`config.mk`:
```
export PLATFORM = sky130hd
export DESIGN_NAME = mm_read_responder
export DESIGN_NICKNAME = d
export VERILOG_FILES = /design/src/rtl/mm_read_responder_pkg.sv /design/src/rtl/mm_resp_ram.sv /design/src/rtl/mm_read_responder.sv
export SDC_FILE = /design/constraint.sdc
export NUM_CORES = 1
export LEC_CHECK = 0
export CAP_MARGIN = 20
export CORE_ASPECT_RATIO = 1.2
export CORE_UTILIZATION = 54
export CTS_CLUSTER_SIZE = 30
export DETAILED_ROUTE_END_ITERATION = 7
export GPL_ROUTABILITY_DRIVEN = 0
export PLACE_DENSITY_LB_ADDON = 0.08
export RECOVER_POWER = 25
export SYNTH_ARGS = -nofsm -noshare
export SYNTH_HDL_FRONTEND = slang
export SYNTH_HIERARCHICAL = 1
export SYNTH_SLANG_ARGS = --single-unit
```
`constraint.sdc`:
```
create_clock -name clk -period 6.3 [get_ports clk]
set_clock_uncertainty 0.05 [all_clocks]
set_input_delay 0.945 -clock clk [delete_from_list [all_inputs] [get_ports clk]]
set_output_delay 0.945 -clock clk [all_outputs]
set_load 0.005 [all_outputs]
```
`src/rtl/mm_read_responder_pkg.sv`:
```
// Shared types and default sizing for the memory-mapped read responder.
package mm_read_responder_pkg;

    localparam int DEF_DATA_WIDTH = 64;
    localparam int DEF_ADDR_WIDTH = 32;
    localparam int DEF_DEPTH      = 16;
    localparam int DEF_LATENCY    = 4;
    localparam int ERR_CNT_W      = 8;
    localparam int LAT_CNT_W      = 4;

    typedef enum logic [1:0] {
        IDLE,
        RD_BUSY,
        WR_BUSY
    } state_t;

endpackage

```
`src/rtl/mm_resp_ram.sv`:
```
// Single-port word store: synchronous write, combinational read.
module mm_resp_ram #(
    parameter int DATA_WIDTH = 64,
    parameter int DEPTH      = 16,
    parameter int IDX_W      = $clog2(DEPTH)
) (
    input  logic                  clk,
    input  logic                  we,
    input  logic [IDX_W-1:0]      addr,
    input  logic [DATA_WIDTH-1:0] wdata,
    output logic [DATA_WIDTH-1:0] rdata
);

    logic [DATA_WIDTH-1:0] mem [DEPTH];

    // NOTE: storage has no reset on purpose; clearing every word would need
    // a reset fan-out to the whole array and prevents mapping onto RAM cells.
    always_ff @(posedge clk) begin
        if (we) begin
            mem[addr] <= wdata;
        end
    end

    assign rdata = mem[addr];

endmodule

```
`src/rtl/mm_read_responder.sv`:
```
// Memory-mapped slave: one outstanding command, fixed-latency read response,
// saturating count of erroneous commands.
module mm_read_responder
    import mm_read_responder_pkg::*;
#(
    parameter int DATA_WIDTH = DEF_DATA_WIDTH,
    parameter int ADDR_WIDTH = DEF_ADDR_WIDTH,
    parameter int DEPTH      = DEF_DEPTH,
    parameter int LATENCY    = DEF_LATENCY
) (
    input  logic                  clk,
    input  logic                  rst_n,
    input  logic [ADDR_WIDTH-1:0] address,
    input  logic                  read,
    input  logic                  write,
    input  logic [DATA_WIDTH-1:0] writedata,
    output logic                  waitrequest,
    output logic [DATA_WIDTH-1:0] readdata,
    output logic                  readdatavalid,
    output logic [ERR_CNT_W-1:0]  err_cnt
);

    localparam int IDX_W = $clog2(DEPTH);

    state_t                 state;
    logic [LAT_CNT_W-1:0]   lat_cnt;
    logic [IDX_W-1:0]       addr_q;
    logic                   oor_q;

    logic                   accept;
    logic                   in_range;
    logic                   cmd_err;
    logic                   ram_we;
    logic [IDX_W-1:0]       ram_addr;
    logic [DATA_WIDTH-1:0]  ram_rdata;

    assign in_range = ((address >> IDX_W) == '0);
    assign accept   = (state == IDLE) && !waitrequest && (read || write);
    assign cmd_err  = accept && (!in_range || (read && write));
    assign ram_we   = accept && write && !read && in_range;
    // The port follows the live bus while idle and the captured address while a read is pending.
    assign ram_addr = (state == IDLE) ? address[IDX_W-1:0] : addr_q;

    mm_resp_ram #(
        .DATA_WIDTH (DATA_WIDTH),
        .DEPTH      (DEPTH),
        .IDX_W      (IDX_W)
    ) u_ram (
        .clk   (clk),
        .we    (ram_we),
        .addr  (ram_addr),
        .wdata (writedata),
        .rdata (ram_rdata)
    );

    // NOTE: all state here is updated with non-blocking assignments so every
    // register samples pre-edge values regardless of statement order.
    always_ff @(posedge clk or negedge rst_n) begin
        if (!rst_n) begin
            state         <= IDLE;
            waitrequest   <= 1'b1;
            readdatavalid <= 1'b0;
            readdata      <= '0;
            err_cnt       <= '0;
            lat_cnt       <= '0;
            addr_q        <= '0;
            oor_q         <= 1'b0;
        end else begin
            readdatavalid <= 1'b0;
            readdata      <= '0;

            if (cmd_err && (err_cnt != '1)) begin
                err_cnt <= err_cnt + 1'b1;
            end

            case (state)
                IDLE: begin
                    waitrequest <= 1'b0;
                    if (accept) begin
                        waitrequest <= 1'b1;
                        addr_q      <= address[IDX_W-1:0];
                        oor_q       <= !in_range;
                        lat_cnt     <= LAT_CNT_W'(LATENCY - 1);
                        if (read) begin
                            state <= RD_BUSY;
                            if (LATENCY == 1) begin
                                readdatavalid <= 1'b1;
                                readdata      <= in_range ? ram_rdata : '0;
                            end
                        end else begin
                            state <= WR_BUSY;
                        end
                    end
                end
                RD_BUSY: begin
                    if (lat_cnt == '0) begin
                        state       <= IDLE;
                        waitrequest <= 1'b0;
                    end else begin
                        lat_cnt <= lat_cnt - 1'b1;
                        // Register the response so it is visible in the cycle the counter hits zero.
                        if (lat_cnt == LAT_CNT_W'(1)) begin
                            readdatavalid <= 1'b1;
                            readdata      <= oor_q ? '0 : ram_rdata;
                        end
                    end
                end
                WR_BUSY: begin
                    state       <= IDLE;
                    waitrequest <= 1'b0;
                end
                default: begin
                    state       <= IDLE;
                    waitrequest <= 1'b1;
                end
            endcase
        end
    end

endmodule

```
# == Word level (Yosys, flattened, before mapping) ==
# Memory sizes are Yosys's and may differ from the RTL's.
# Cells that the tools add are included.
# classes
n_div,0
shifts,0
n_reduce_logical,20
bitwise,0
addsub,2
n_mux,20
eq_ne,7
n_lt_le_gt_ge,0
mul,0
# ops
operator,n
64-bit 2-to-1 mux,4
32-bit zero test,1
4-bit 2-to-1 mux,3
"8-bit by 1-bit adder with 8-bit output, second input constant",1
1-bit logical AND,8
"8-bit != test, second input constant",1
4-bit one-hot mux with 2 select lines,1
1-bit 2-to-1 mux,7
2-bit 2-to-1 mux,3
"2-bit != test, second input constant",3
"4-bit by 1-bit == test with 1-bit output, second input constant",1
4-bit zero test,1
2-bit one-hot mux with 2 select lines,1
2-bit AND reduction,2
"4-bit by 1-bit subtractor with 4-bit output, second input constant",1
1-bit zero test,3
1-bit one-hot mux with 3 select lines,1
3-bit AND reduction,1
"2-bit by 1-bit == test with 1-bit output, second input constant",1
"2-bit == test, second input constant",1
2-bit zero test,1
1-bit logical OR,2
2-bit nonzero test,1
# word_totals
regBits,85
mem_bits_ro,0
in_bits,100
latch_bits,0
word_cells,58
out_inout_bits,74
mem_count,1
ramBits,1024
# mem_list
name,words,width,rd,rd_ports_with_merged_regs,write_ports,line_no,rtl
u_ram.mem,16,64,1,0,1,mm_resp_ram.sv:14,logic [DATA_WIDTH-1:0] mem [DEPTH];

# == Longest topological paths before layout ==
# depth
ltp_word,8
depth_mapped,9
depth_no_buf,6

# == Hierarchy ==
# Netlist, hierarchy kept.
# by_module_without_submodules
module,seq_area_each_um2,cells_per_inst,area_per_inst_um2,n_inst
mm_resp_ram,30749.5,1584,38236.7,1
mm_read_responder,2128.3,248,3196.8,1

# == Worst setup path before layout ==
# Ideal clock, no wire load.
# synth_timing
kind,input to register
startpoint,input port address[20]
endpoint,"memory u_ram.mem[0][0], enable pin"
setup_time_ns,0.565
path_slack_ns,-0.837
cell_stages,6
path_buffers,0
arrival_time_ns,6.522
path_cell_list,nor4_1 -> nand3_1 -> nor3_1 -> and2_1 -> or3b_2 -> nor3_1
# synth_between
elab_chain_len,4
# synth_lines
item,line_no,rtl
start: declaration,mm_read_responder.sv:13,"input logic [ADDR_WIDTH-1:0] address,"
32-bit zero test,mm_read_responder.sv:37,assign in_range = ((address >> IDX_W) == '0);
1-bit logical AND,mm_read_responder.sv:40,assign ram_we = accept && write && !read && in_range;
via ram_we,mm_read_responder.sv:33,logic ram_we;
1-bit 2-to-1 mux,mm_resp_ram.sv:19,if (we) begin
1-bit 2-to-1 mux (implied by the code),mm_resp_ram.sv:20,mem[addr] <= wdata;
end: declaration,mm_resp_ram.sv:14,
# The timed path passes the listed nets, and every way through them passes these cells.

# == Worst setup path after layout ==
# layout_timing
startpoint,register state[1]
endpoint,register readdata[8]
# layout_between
elab_chain_len,7
elab_cells_between_ends,8
# layout_lines
item,line_no,rtl
start: declaration,mm_read_responder.sv:25,state_t state;
start signal: assignment,mm_read_responder.sv:60,state <= IDLE;
start signal: assignment,mm_read_responder.sv:85,state <= RD_BUSY;
start signal: assignment,mm_read_responder.sv:91,state <= WR_BUSY;
2-bit zero test,mm_read_responder.sv:42,assign ram_addr = (state == IDLE) ? address[IDX_W-1:0] : addr_q;
4-bit 2-to-1 mux,mm_read_responder.sv:42,
via ram_addr[1],mm_read_responder.sv:34,logic [IDX_W-1:0] ram_addr;
memory read 16 x 64 bit,--,
via ram_rdata[8],mm_read_responder.sv:35,logic [DATA_WIDTH-1:0] ram_rdata;
64-bit 2-to-1 mux,mm_read_responder.sv:104,readdata <= oor_q ? '0 : ram_rdata;
64-bit 2-to-1 mux,mm_read_responder.sv:102,if (lat_cnt == LAT_CNT_W'(1)) begin
64-bit 2-to-1 mux,mm_read_responder.sv:96,if (lat_cnt == '0) begin
64-bit 2-to-1 mux,mm_read_responder.sv:76,case (state)
end signal: assignment,mm_read_responder.sv:88,readdata <= in_range ? ram_rdata : '0;
end signal: assignment,mm_read_responder.sv:104,
end: declaration,mm_read_responder.sv:18,"output logic [DATA_WIDTH-1:0] readdata,"
# The timed path passes the listed nets, and every way through them passes these cells.
# A chain may end at the register's enable or synchronous reset.

==> results.txt <==
* Top FF cell, synth: sky130_fd_sc_hd__edfxtp_1
* Port Buffer Count: 173
- Largest driver fanout on the critical path: 75
- Vert. Die Dim: 305.4 um
- GRT Overall Usage: 23.14%
- Summed over all layers, the routed wires come to 87160 um.
- Count of nets after finishing: 2164
- After synthesis the netlist holds a flip-flop and latch count of 1109.
- Total nets after synthesis: 1935
* Rows: 110
- IR analysis of the VDD net gives a maximum drop of 602.5 uV.
- The synthesized design contains 1024 enable-type register cells.
* Arrival time reported for the critical path endpoint: 4350 ps
* Standby leakage power: 0.01560 uW
- TritonCTS clock tree: done
- Hold-critical path depth: 2
* Leading area contributor after synthesis: sky130_fd_sc_hd__edfxtp_1
* Antenna Nets Post-Route: 0
- The finished cells cover 48230 um2.
- Using the TritonRoute via totals, the vias-per-cell ratio works out to 6.086.
- Compared with the post-synthesis result, the final layout area differs by 16.41%.
- Run status: complete, but fails checks
- The worst setup path is captured at a register.
- Area of the die: 77840 um2
* Most common cell in the synthesized netlist: sky130_fd_sc_hd__edfxtp_1
- Hold_sp: oor_q
- Crit path launch type: register
- The count of pins over their slew limit is 44.
- Counting cells, the worst reg-to-reg path comes to 7.
* Dominant cells by area after synthesis: sky130_fd_sc_hd__edfxtp_1, sky130_fd_sc_hd__mux4_2, sky130_fd_sc_hd__dfrtp_1
* Sequential share of the synthesized area: 79.35%
* Final worst path period need: 3855 ps
- The number of different library cells used by synthesis comes to 43.
- Derived from the worst setup path, the maximum achievable clock frequency is 259.4 MHz.
* Synth Warn #: 6
- Setup repair after global routing left no endpoint under its margin.
- Async S/R FF share, synth: 7.665%
* Hold violation count in the final report: 0
- Largest net degree at the start of global routing: 122
- P per Cell Area: 402.7 nW/um2
* Clock buffer count from CTS: 106
- Max-Slew Margin vs Limit: -75.81%
- The core region is 75420 um2.
* # DRC: 0
* Initial Utilization: 54.94%
- On the final layout, the worst hold slack is 428.3 ps.
* Proportion of netlist area held by the largest area contributor: 74.21%
* Critical setup path kind: reg2reg
- In this run the critical register-to-register path is captured at readdata[8].
* Required time at the endpoint of the critical path: 6790 ps
- Sink count of the clock tree: 1109
* Post-CTS Hold Buffers: 0
- Cts repair resizes: 0
- Dpl cells: 2960
* Clock latency reported for the late side of the worst-skew pair: 660 ps
- Pin placement for this block handled 174 I/O pins.
- Violated checks: capacitance limit, slew limit
- Setup violations remaining at the end of the flow were counted as 0.
- Fraction of layout instances using a drive strength above 1: 22.92%
- For the final routed database, the setup TNS stands at 0 ps.
- For this run, the share of the core covered by cells in the final layout is 63.95%.
- Final worst path period share: 61.19%
- The floorplan step set the die width to 254.9 um.
- Via Count: 19.26k
- Buffers added to address setup during post-CTS repair amount to 0.
- Aggregate global routing overflow: 0
* Via count of the first global-routing pass: 20.75k
* Cell area after synthesis: 41430 um2
- In this run the register-to-register setup slack is 2440 ps.
* Synthesized instance count: 1832
- By count the netlist is led by sky130_fd_sc_hd__edfxtp_1, sky130_fd_sc_hd__mux4_2, sky130_fd_sc_hd__a22oi_1.
- In this run, the number of DRC markers left after iteration 0 of detailed routing was 1478.
* Launching point of the worst reg2reg path: state[1]
- The first global-routing pass estimated 130700 um of wire.
* Max-cap violations: 1
- After clock tree synthesis, the clock-pin slew on the worst setup and hold paths is 60 ps.
* Root buffer cell: sky130_fd_sc_hd__clkbuf_16
- In the final routed layout, each cell accounts on average for 27.55 um.
- H-tree level count: 3
- Post-Layout Cell Count: 3164
- Hold Path Sink: oor_q
* CTS Buffer Depth: 3
* Number of antenna violations at the first check in global routing: 11
- Once detailed placement completed, the half-perimeter wirelength came to 44940 um.
* Synthesized area divided by synthesized cell count: 22.62 um2
* Area after detailed placement: 44670 um2
- At the pin with the least slew margin, the transition time is 2637 ps.
- Router iterations before antenna repair: 5
* Hold crit path type: reg2reg
[worst max-delay path by stage]
| stage | from | end | slack [ps] | cells past startpoint |
|---|---|---|---|---|
| after floorplan | address[20] | u_ram/mem[12][0] | -490 | 6 |
| after global placement | address[27] | u_ram/mem[2][43] | 1840 | 8 |
| after detailed placement | address[7] | u_ram/mem[2][43] | 1810 | 8 |
| after CTS | state[1] | u_ram/mem[7][42] | 2350 | 5 |
| after global routing | state[1] | u_ram/mem[7][48] | 2190 | 5 |
| final | state[1] | readdata[8] | 2440 | 7 |
[worst max-delay path, cell delays in order (launching register included)]
cell	delay, ps
sky130_fd_sc_hd__dfrtp_1	430
sky130_fd_sc_hd__nor2_1	440
sky130_fd_sc_hd__mux2_8	700
sky130_fd_sc_hd__buf_4	940
sky130_fd_sc_hd__mux4_2	440
sky130_fd_sc_hd__a22oi_1	320
sky130_fd_sc_hd__nand2_1	110
sky130_fd_sc_hd__and2_1	150
[where the power goes]
part | internal [uW] | switching, uW | total [uW]
Clock | 3770 | 2630 | 6390
Sequential | 8120 | 62.7 | 8180
Combinational | 2300 | 2550 | 4840
[routing by layer]
metal | up-vias | part of all wire, % | global-route usage [%]
met5 | - | 0.059 | 0
met4 | 8 | 1.9 | 6.448
met3 | 119 | 5.5 | 3.449
met2 | 551 | 52 | 39.21
met1 | 10450 | 41 | 31.48
li1 | 8128 | - | -
[flip-flops by register name, summed over array words and instances, names as in the netlist]
name / flops
state: 2
oor_q: 1
addr_q: 4
waitrequest: 1
err_cnt: 8
readdatavalid: 1
lat_cnt: 4
u_ram/mem: 1024
readdata: 64
[cell usage in the layout, fill, tap and decap left out, types with 5 or more instances in the layout]
master / synthesis / final
sky130_fd_sc_hd__edfxtp_1: 1024 / 1024
sky130_fd_sc_hd__nor4_1: 5 / 5
sky130_fd_sc_hd__clkinv_2: 0 / 26
sky130_fd_sc_hd__a22oi_1: 128 / 128
sky130_fd_sc_hd__bufinv_16: 0 / 12
sky130_fd_sc_hd__clkinv_1: 0 / 8
sky130_fd_sc_hd__clkbuf_16: 0 / 108
sky130_fd_sc_hd__clkbuf_8: 0 / 11
sky130_fd_sc_hd__mux4_2: 256 / 256
sky130_fd_sc_hd__dlygate4sd3_1: 0 / 37
sky130_fd_sc_hd__nand3_1: 5 / 5
sky130_fd_sc_hd__and2_1: 66 / 65
sky130_fd_sc_hd__nor2_4: 0 / 13
sky130_fd_sc_hd__nand2_1: 90 / 90
sky130_fd_sc_hd__diode_2: 0 / 5
sky130_fd_sc_hd__clkdlybuf4s50_1: 0 / 135
sky130_fd_sc_hd__clkbuf_1: 37 / 27
sky130_fd_sc_hd__dfrtp_1: 84 / 84
sky130_fd_sc_hd__buf_12: 0 / 17
sky130_fd_sc_hd__nor2_1: 21 / 8
sky130_fd_sc_hd__buf_4: 14 / 22
[cell families after synthesis]
logic type	after synthesis	synth area share, %
buffers and inverters	96	1.099
xor gates and xnor gates	4	0.08455
AOI/OAI and AO/OA	143	2.633
muxes	266	14.19
adders and majority gates	3	0.09060
DFF	1109	79.35
and+or+nand+nor	211	2.549
[area by class of cell]
class / instances / area, um2
clock inverter: 53 / 584.3
multi-input combinational: 627 / 8270
clock buffer: 145 / 2952
tap: 1008 / 1261
fill: 5104 / 27190
timing repair buffer: 213 / 2258
inverter: 4 / 15.01
sequential: 1109 / 32880
antenna: 5 / 12.51
[per-stage QoR]
stage / worst slack, ps / power, uW
after floorplan: -486.8 / 11830
after global placement: 1839 / 13180
after detailed placement: 1813 / 13250
after CTS: 2355 / 19640
after global routing: 2195 / 20200
final: 2445 / 19420
No activity file was read; power rests on OpenSTA's default activity.
